## src/rtl/int_ctrl_pkg.sv

```systemverilog
`default_nettype none
// ============================================================================
//  Module      : int_ctrl_pkg
//  Description : Shared definitions for the jacaranda-8 interrupt controller.
//                Holds the FSM state encoding, the default I/O register
//                addresses, the CAUSE register bit positions and the source
//                id width.
//  Revision    : 1.0  initial release
// ============================================================================
package int_ctrl_pkg;

    // Source id width; it fixes the largest supported NUM_SRC at 4.
    localparam int c_id_w = 2;

    // Default register addresses in the 8-bit data-memory I/O space.
    localparam logic [7:0] c_addr_mask_dflt  = 8'd248;
    localparam logic [7:0] c_addr_pend_dflt  = 8'd247;
    localparam logic [7:0] c_addr_cause_dflt = 8'd246;

    // CAUSE register layout: {busy, tmo_flag, 4'b0, cur_id}.
    localparam int c_cause_busy_bit = 7;
    localparam int c_cause_tmo_bit  = 6;

    typedef enum logic [1:0] {
        ST_IDLE    = 2'd0,
        ST_ASSERT  = 2'd1,
        ST_SERVICE = 2'd2
    } state_t;

endpackage
`default_nettype wire

```

## src/rtl/int_ctrl_if.sv

```systemverilog
`default_nettype none
// ============================================================================
//  Module      : int_ctrl_if
//  Description : Data-memory I/O bus between the cpu side and the interrupt
//                controller register file.
//                  access_addr  bus address (rs_data)
//                  w_data       write data (rd_data)
//                  w_en         write strobe (mem_w_en)
//                  r_data       combinational read data
//                  hit          address decodes to a controller register
//  Revision    : 1.0  initial release
// ============================================================================
interface int_ctrl_if;
    logic [7:0] access_addr;
    logic [7:0] w_data;
    logic       w_en;
    logic [7:0] r_data;
    logic       hit;

    modport master (
        output access_addr,
        output w_data,
        output w_en,
        input  r_data,
        input  hit
    );

    modport slave (
        input  access_addr,
        input  w_data,
        input  w_en,
        output r_data,
        output hit
    );
endinterface
`default_nettype wire

```

## src/rtl/int_src_edge.sv

```systemverilog
`default_nettype none
// ============================================================================
//  Module      : int_src_edge
//  Description : Two-flop synchroniser followed by a rising-edge detector for
//                one interrupt source.
//                  clock    system clock
//                  reset_n  asynchronous reset, active low
//                  i_req    raw (possibly asynchronous) request
//                  o_pulse  one-cycle pulse on a synchronised rising edge
//  Revision    : 1.0  initial release
// ============================================================================
module int_src_edge (
    input  wire logic clock,
    input  wire logic reset_n,
    input  wire logic i_req,
    output logic      o_pulse
);

    logic r_sync1;
    logic r_sync2;
    logic r_prev;

    always_ff @(posedge clock or negedge reset_n) begin
        if (!reset_n) begin
            r_sync1 <= 1'b0;
            r_sync2 <= 1'b0;
            r_prev  <= 1'b0;
        end else begin
            r_sync1 <= i_req;
            r_sync2 <= r_sync1;
            r_prev  <= r_sync2;
        end
    end

    // Combinational pulse so that pend latches on the third edge after the rise.
    assign o_pulse = r_sync2 & ~r_prev;

endmodule
`default_nettype wire

```

## src/rtl/int_ctrl.sv

```systemverilog
`default_nettype none
// ============================================================================
//  Module      : int_ctrl
//  Description : Multi-source interrupt controller. Edge-detects NUM_SRC
//                requests into sticky pending bits, masks them, picks the
//                lowest eligible index and dispatches it as a one-cycle
//                int_req pulse, then holds it in service until EOI.
//                Optional feature macro: INT_CTRL_EOI_TIMEOUT_EN adds an EOI
//                timeout of TIMEOUT clocks that drops the in-service source
//                and raises tmo_flag.
//                  clock    system clock
//                  reset_n  asynchronous reset, active low
//                  src_req  raw interrupt requests (rising edge = request)
//                  bus      register bus (int_ctrl_if.slave)
//                  int_req  one-cycle interrupt request to the cpu
//                  busy     an interrupt is in service
//  Revision    : 1.0  initial release
// ============================================================================
module int_ctrl
    import int_ctrl_pkg::*;
#(
    parameter int         NUM_SRC    = 4,
    parameter logic [7:0] ADDR_MASK  = c_addr_mask_dflt,
    parameter logic [7:0] ADDR_PEND  = c_addr_pend_dflt,
    parameter logic [7:0] ADDR_CAUSE = c_addr_cause_dflt
`ifdef INT_CTRL_EOI_TIMEOUT_EN
    ,
    parameter int         TIMEOUT    = 255
`endif
) (
    input  wire logic               clock,
    input  wire logic               reset_n,
    input  wire logic [NUM_SRC-1:0] src_req,
    int_ctrl_if.slave               bus,
    output logic                    int_req,
    output logic                    busy
);

    state_t              r_state;
    state_t              w_state_nxt;
    logic [c_id_w-1:0]   r_cur_id;
    logic [c_id_w-1:0]   w_winner;
    logic [NUM_SRC-1:0]  r_mask;
    logic [NUM_SRC-1:0]  r_pend;
    logic [NUM_SRC-1:0]  w_edge;
    logic [NUM_SRC-1:0]  w_elig;
    logic [NUM_SRC-1:0]  w_clr;
    logic [NUM_SRC-1:0]  w_cur_onehot;
    logic                w_load_id;
    logic                w_svc_done;
    logic                w_tmo_hit;
    logic                w_tmo_expire;
    logic                w_tmo_flag;
    logic                w_sel_mask, w_sel_pend, w_sel_cause;
    logic                w_wr_mask, w_wr_pend, w_wr_cause;
    logic                w_eoi;
    logic                w_unused_wdata;

    generate
        for (genvar gi = 0; gi < NUM_SRC; gi++) begin : g_src
            int_src_edge u_edge (
                .clock   (clock),
                .reset_n (reset_n),
                .i_req   (src_req[gi]),
                .o_pulse (w_edge[gi])
            );
        end
    endgenerate

    // ---------------- address decode ----------------
    assign w_sel_mask  = (bus.access_addr == ADDR_MASK);
    assign w_sel_pend  = (bus.access_addr == ADDR_PEND);
    assign w_sel_cause = (bus.access_addr == ADDR_CAUSE);
    assign w_wr_mask   = bus.w_en & w_sel_mask;
    assign w_wr_pend   = bus.w_en & w_sel_pend;
    assign w_wr_cause  = bus.w_en & w_sel_cause;

    // Only an EOI naming the in-service source counts, and only in SERVICE.
    assign w_eoi = w_wr_cause && (r_state == ST_SERVICE) &&
                   (bus.w_data[c_id_w-1:0] == r_cur_id);

    // Upper write-data bits have no destination.
    assign w_unused_wdata = &{1'b0, bus.w_data};

    // ---------------- priority encoder ----------------
    assign w_elig = r_pend & r_mask;

    always_comb begin
        w_winner = '0;
        for (int i = NUM_SRC - 1; i >= 0; i--) begin
            if (w_elig[i]) begin
                w_winner = c_id_w'(i);
            end
        end
    end

    // ---------------- FSM ----------------
    always_ff @(posedge clock or negedge reset_n) begin
        if (!reset_n) begin
            r_state <= ST_IDLE;
        end else begin
            r_state <= w_state_nxt;
        end
    end

    always_comb begin
        w_state_nxt = r_state;
        w_load_id   = 1'b0;
        w_svc_done  = 1'b0;
        w_tmo_hit   = 1'b0;
        int_req     = 1'b0;
        busy        = 1'b0;
        case (r_state)
            ST_IDLE: begin
                if (|w_elig) begin
                    w_load_id   = 1'b1;
                    w_state_nxt = ST_ASSERT;
                end
            end
            ST_ASSERT: begin
                int_req     = 1'b1;
                w_state_nxt = ST_SERVICE;
            end
            ST_SERVICE: begin
                busy = 1'b1;
                if (w_eoi) begin
                    w_svc_done  = 1'b1;
                    w_state_nxt = ST_IDLE;
                end else if (w_tmo_expire) begin
                    w_tmo_hit   = 1'b1;
                    w_state_nxt = ST_IDLE;
                end
            end
            default: begin
                w_state_nxt = ST_IDLE;
            end
        endcase
    end

    always_ff @(posedge clock or negedge reset_n) begin
        if (!reset_n) begin
            r_cur_id <= '0;
        end else if (w_load_id) begin
            r_cur_id <= w_winner;
        end
    end

    // ---------------- register file ----------------
    assign w_cur_onehot = NUM_SRC'(1) << r_cur_id;
    assign w_clr = (w_wr_pend ? bus.w_data[NUM_SRC-1:0] : '0) |
                   ((w_svc_done | w_tmo_hit) ? w_cur_onehot : '0);

    always_ff @(posedge clock or negedge reset_n) begin
        if (!reset_n) begin
            r_mask <= '0;
            r_pend <= '0;
        end else begin
            if (w_wr_mask) begin
                r_mask <= bus.w_data[NUM_SRC-1:0];
            end
            // A fresh edge beats any clear of the same bit in the same cycle.
            r_pend <= (r_pend & ~w_clr) | w_edge;
        end
    end

`ifdef INT_CTRL_EOI_TIMEOUT_EN
    logic [7:0] r_tmo_cnt;
    logic       r_tmo_flag;

    // Fires on the edge where the counter would reach TIMEOUT, giving
    // exactly TIMEOUT clocks in SERVICE.
    assign w_tmo_expire = ((r_tmo_cnt + 8'd1) == 8'(TIMEOUT));
    assign w_tmo_flag   = r_tmo_flag;

    always_ff @(posedge clock or negedge reset_n) begin
        if (!reset_n) begin
            r_tmo_cnt  <= 8'd0;
            r_tmo_flag <= 1'b0;
        end else begin
            if (r_state == ST_ASSERT) begin
                r_tmo_cnt <= 8'd0;
            end else if (r_state == ST_SERVICE) begin
                r_tmo_cnt <= r_tmo_cnt + 8'd1;
            end
            if (w_tmo_hit) begin
                r_tmo_flag <= 1'b1;
            end else if (w_wr_cause) begin
                r_tmo_flag <= 1'b0;
            end
        end
    end
`else
    assign w_tmo_expire = 1'b0;
    assign w_tmo_flag   = 1'b0;
`endif

    // ---------------- read mux ----------------
    always_comb begin
        bus.r_data = 8'h00;
        bus.hit    = 1'b0;
        if (w_sel_mask) begin
            bus.hit    = 1'b1;
            bus.r_data = 8'(r_mask);
        end else if (w_sel_pend) begin
            bus.hit    = 1'b1;
            bus.r_data = 8'(r_pend);
        end else if (w_sel_cause) begin
            bus.hit                       = 1'b1;
            bus.r_data[c_cause_busy_bit]  = busy;
            bus.r_data[c_cause_tmo_bit]   = w_tmo_flag;
            bus.r_data[c_id_w-1:0]        = r_cur_id;
        end
    end

endmodule
`default_nettype wire
```

## src/flat_wrapper.sv

```systemverilog
// flat-port wrapper written by rule: the top's interface ports become plain ports
module int_ctrl_flat import int_ctrl_pkg::*;
#(
    parameter int         NUM_SRC    = 4,
    parameter logic [7:0] ADDR_MASK  = c_addr_mask_dflt,
    parameter logic [7:0] ADDR_PEND  = c_addr_pend_dflt,
    parameter logic [7:0] ADDR_CAUSE = c_addr_cause_dflt

)
  (clock, reset_n, src_req, int_req, busy, bus_access_addr, bus_w_data, bus_w_en, bus_r_data, bus_hit);
  int_ctrl_if bus_i ();
  input  wire logic clock;
  input  wire logic reset_n;
  input  wire logic [NUM_SRC-1:0] src_req;
  output logic int_req;
  output logic busy;
  input wire logic [$bits(bus_i.access_addr)-1:0] bus_access_addr;
  input wire logic [$bits(bus_i.w_data)-1:0] bus_w_data;
  input wire logic [$bits(bus_i.w_en)-1:0] bus_w_en;
  output wire logic [$bits(bus_i.r_data)-1:0] bus_r_data;
  output wire logic [$bits(bus_i.hit)-1:0] bus_hit;
  assign bus_i.access_addr = bus_access_addr;
  assign bus_i.w_data = bus_w_data;
  assign bus_i.w_en = bus_w_en;
  assign bus_r_data = bus_i.r_data;
  assign bus_hit = bus_i.hit;
  int_ctrl #(.NUM_SRC(NUM_SRC), .ADDR_MASK(ADDR_MASK), .ADDR_PEND(ADDR_PEND), .ADDR_CAUSE(ADDR_CAUSE)) u_core (.clock(clock), .reset_n(reset_n), .src_req(src_req), .bus(bus_i), .int_req(int_req), .busy(busy));
endmodule
```

## config.mk

```make
export PLATFORM = sky130hd
export DESIGN_NAME = int_ctrl_flat
export DESIGN_NICKNAME = d
export VERILOG_FILES = /design/src/rtl/int_ctrl_pkg.sv /design/src/rtl/int_ctrl_if.sv /design/src/rtl/int_src_edge.sv /design/src/rtl/int_ctrl.sv /design/src/flat_wrapper.sv
export SDC_FILE = /design/constraint.sdc
export NUM_CORES = 1
export LEC_CHECK = 0
export CAP_MARGIN = 20
export CORE_MARGIN = 2
export CORE_UTILIZATION = 49
export DETAILED_ROUTE_END_ITERATION = 8
export HOLD_SLACK_MARGIN = 0.1
export PLACE_DENSITY = 0.83
export SKIP_LAST_GASP = 1
export SLEW_MARGIN = 10
export SYNTH_ARGS = -nofsm -noshare
export SYNTH_HDL_FRONTEND = slang
export SYNTH_SLANG_ARGS = --single-unit
```

## constraint.sdc

```tcl
create_clock -name clock -period 2.58 [get_ports clock]
set_clock_uncertainty 0.15 [all_clocks]
set_input_delay 0.387 -clock clock [delete_from_list [all_inputs] [get_ports clock]]
set_output_delay 0.387 -clock clock [all_outputs]
set_load 0.02 [all_outputs]
```

==> results list <==
* Outcome: complete, no violations
- Row generation in the floorplan step produced 17 rows.
* Final setup violating endpoints: 0
- Summed over all layers, the global routing overflow is 0.
- For this block, wires on met1 add up to roughly 990 um.
- The share of the Yosys chip area taken by registers is a little over half.
- The number of antenna violations at the first check in global routing is 0.
- Post-synthesis sequential element count: 24
* Total GRT Usage: roughly a fifth
- Once layout is done, the placed cells without fillers occupy around 1500 sq um.
- The count of nets left with antenna violations once routing finished came out at 0.
* Maximum level of the CTS H-tree: 1
* Internal Pwr Total: around 600 uW
* Startpoint kind of the worst setup timing path: input pin
* Highest clock rate: 392.1 MHz
- The clock reaches the later pin of the worst-skew pair after around 0.3 ns.
- Dividing the detail-routed via count by the number of cells gives around 5.4.
* Number of library cell types mapped by synthesis: 34
- Core outline area: roughly 2200 sq um
* Final hold viol count: 0
- In this run the static leakage power is between 0.0006 and 0.0007 uW.
- The number of antenna diodes in the final layout is 0.
- The tightest min-delay check is of the reg -> reg type.
- Clock tree from TritonCTS: yes
- Dividing the detail-routed wire length by the instance count gives roughly 15 um.
* EDFF count, synth: 0
- For this design the ratio of total power to cell area is about 550 nW/um^2.
- TritonCTS created 3 clock buffers.
* Post-route total power: around 800 uW
- R2R Setup Slk: between 0.9 and 1 ns
- The die is between 50 and 60 um tall.
- Instance area after placement: about 1400 sq um
- Switching share of power: between 20 and 30%
* Via count: around 850
- For this run, asynchronously set or reset flops after synthesis account for 100.0%.
- Hold Buf Count CTS: 0
- The via count of the first global-routing pass was 831.
- Clock share of power: a little under a quarter
- In this run the worst path has a maximum fanout of 4.
- The worst register-to-register path has a depth of 4.
- The die is just over 50 um wide.
- The final count of pins violating max slew was 0.
* Master cell of the clock root buffer: sky130_fd_sc_hd__clkbuf_4
- Remaining routing DRC violations: 0
* Post-route fraction of the period consumed by the critical path: between 90% and 100%
- Once the floorplan was initialized, standard cells occupied 51.33% of the core.
* Reg power frac: between 50% and 60%
* Maximum capacitance violations: 0
- Summed over all nets, wire length on met2 after detailed routing comes to 1176 um.
- The first detailed-routing pass ran for 4 iterations.
- Hold Crit Depth: 0
- Detailed routing placed a total of between 100 and 150 um of wire on met3.
* Post-CTS clock slew at the launch and capture registers of the worst setup and hold paths: about 0.12 ns
- IO buf count: 26
- In the final layout, the share of cells above drive strength 1 is roughly 18%.
- The final layout contains routed wiring with a total length of roughly 2300 um.
- For this design, the sink count on the clock tree is 24.
- Cell area after synthesis: 1114 sq um
- STA classifies the critical path endpoint as an output pin.
* Required time of the worst setup path: between 2 and 2.5 ns
- Number of primary I/O pins: 34
* Detailed placer's ending HPWL: between 1500 and 2000 um
- Combinational logic is responsible for between 20 and 25% of the overall power.
* Path type of the worst setup path: in -> out
- The first global-routing pass estimated between 3000 and 4000 um of wire.
- In the synthesized netlist the dominant register cell turns out to be sky130_fd_sc_hd__dfrtp_1.
- Fin crit period: 2.550 ns
- Cells after Synth: 94
- Uppermost layer routed: met4
- Maximum number of pins on one net before global-route repair: 25
- The congestion estimate from routability-driven global placement came to 0.9411.
- Averaged over all synthesized cells, the footprint is approximately 12 sq um.
- At the worst endpoint, the arrival time is 2.01 ns.
- Die ar.: between 2000 and 3000 sq um
* Worst vdd rail ir drop: 0.3654 mV
- Synth warnings: 0
- Nets: roughly 150
* Maximum number of buffers from clock root to sink: 2
- Net switching power: around 220 uW
- Layout overhead on the synthesized area: 33.15%
- For this block, the initial DRC count from the detailed router was 13.
[layout make-up]
type / count / area [sq um]
multi-input combinational: 64 / 478.0
tap: 28 / 35.03
clock buffer: 4 / 36.28
sequential: 24 / 600.6
inverter: 4 / 15.01
fill: 173 / 686.9
timing repair buffer: 34 / 317.8
[logic make-up (layout without fill, tap and decap cells)]
| group | Yosys count | count (layout) | share of synthesized area [%] |
|---|---|---|---|
| muxes | 7 | 7 | 8.202 |
| buffers and inverters | 8 | 42 | 4.381 |
| xor gates and xnor gates | 1 | 1 | 0.7867 |
| other | 1 | 3 | 0.3368 |
| DFF | 24 | 24 | 53.93 |
| AOI/OAI and AO/OA | 16 | 16 | 11.24 |
| and+or+nand+nor | 37 | 37 | 21.12 |
[worst max-delay path, cell delays in order]
cell,delay [ns]
sky130_fd_sc_hd__clkdlybuf4s50_1,0.51
sky130_fd_sc_hd__or4b_4,0.50
sky130_fd_sc_hd__nor2_4,0.11
sky130_fd_sc_hd__nand2_1,0.06
sky130_fd_sc_hd__o21ai_0,0.09
sky130_fd_sc_hd__clkdlybuf4s15_1,0.35
[final timing paths]
path                                                start                        endpoint
max                                    bus_access_addr[3]                   bus_r_data[1]
min                        u_core.g_src[2].u_edge.r_sync1  u_core.g_src[2].u_edge.r_sync2
max reg2reg                             u_core.r_state[0]                u_core.r_pend[3]
min reg2reg                u_core.g_src[2].u_edge.r_sync1  u_core.g_src[2].u_edge.r_sync2
max in group asynchronous                         reset_n               u_core.r_state[0]
min in group asynchronous                         reset_n  u_core.g_src[2].u_edge.r_sync1
[sequential cells by signal, summed over array words and instances (netlist names)]
register	cells
u_core.r_pend	4
u_core.g_src.u_edge.r_prev	4
u_core.g_src.u_edge.r_sync2	4
u_core.r_cur_id	2
u_core.r_state	2
u_core.r_mask	4
u_core.g_src.u_edge.r_sync1	4
[power groups by stage]
stage	logic [uW]	registers (uW)	clock network (uW)
floorplan	102	447	0
CTS	178	448	196
global placement	173	454	0
global route	196	454	209
finish	176	450	189
detailed placement	177	456	0
[cells in the final DEF, fill, tap and decap left out, types with 3 or more instances in the layout]
cell type,instances
sky130_fd_sc_hd__a22oi_1,3
sky130_fd_sc_hd__buf_4,8
sky130_fd_sc_hd__mux2_4,4
sky130_fd_sc_hd__clkbuf_4,3
sky130_fd_sc_hd__nand2_1,12
sky130_fd_sc_hd__a32o_1,4
sky130_fd_sc_hd__dfrtp_1,24
sky130_fd_sc_hd__nor2_1,5
sky130_fd_sc_hd__a21oi_1,3
sky130_fd_sc_hd__conb_1,3
sky130_fd_sc_hd__inv_1,4
sky130_fd_sc_hd__clkdlybuf4s50_1,20
sky130_fd_sc_hd__dlygate4sd2_1,4
[synth_stat cells (2+ instances only)]
library cell / number / area, sq um
sky130_fd_sc_hd__a21oi_1: 3 / 15.01
sky130_fd_sc_hd__a22oi_1: 3 / 22.52
sky130_fd_sc_hd__a32o_1: 4 / 40.04
sky130_fd_sc_hd__buf_4: 3 / 22.52
sky130_fd_sc_hd__dfrtp_1: 24 / 600.6
sky130_fd_sc_hd__inv_1: 4 / 15.01
sky130_fd_sc_hd__mux2_4: 4 / 60.06
sky130_fd_sc_hd__mux2i_1: 2 / 20.02
sky130_fd_sc_hd__nand2_1: 12 / 45.04
sky130_fd_sc_hd__nand3_1: 2 / 10.01
sky130_fd_sc_hd__nor2_1: 5 / 18.77
sky130_fd_sc_hd__nor2b_1: 2 / 12.51
sky130_fd_sc_hd__nor4_1: 2 / 12.51
sky130_fd_sc_hd__o21ai_0: 2 / 10.01
sky130_fd_sc_hd__o32a_1: 2 / 20.02
sky130_fd_sc_hd__or2_2: 2 / 12.51
[through the flow]
step	setup WS [ns]	utilization, %	TNS [ns]	hold WS (ns)	cells
2_1_floorplan	0.5773	-	0	-0.05859	96
3_3_place_gp	-0.2140	66.49	-1.020	0.1838	154
3_5_place_dp	-0.2740	66.49	-1.240	0.1855	154
4_1_cts	-0.1560	68.17	-0.1560	0.2141	158
5_1_grt	-0.01180	68.34	-0.01180	0.2215	158
6_report	0.02958	68.34	0	0.2121	158
[routing by layer]
metal | GRT usage [%] | vias to the layer above
li1 | - | 411
met1 | 22.97 | 405
met2 | 34.83 | 28
met3 | 2.299 | 4
met4 | 6.579 | 0
met5 | 0 | -
[timing repair]
| item | in CTS | in global routing |
|---|---|---|
| endpoints found under the setup margin | 6 | 2 |
| gates resized for setup | 6 | 2 |
| setup buffers | 0 | 0 |
| endpoints found under the hold margin | 0 | 0 |
(Power assumes the default switching activity.)
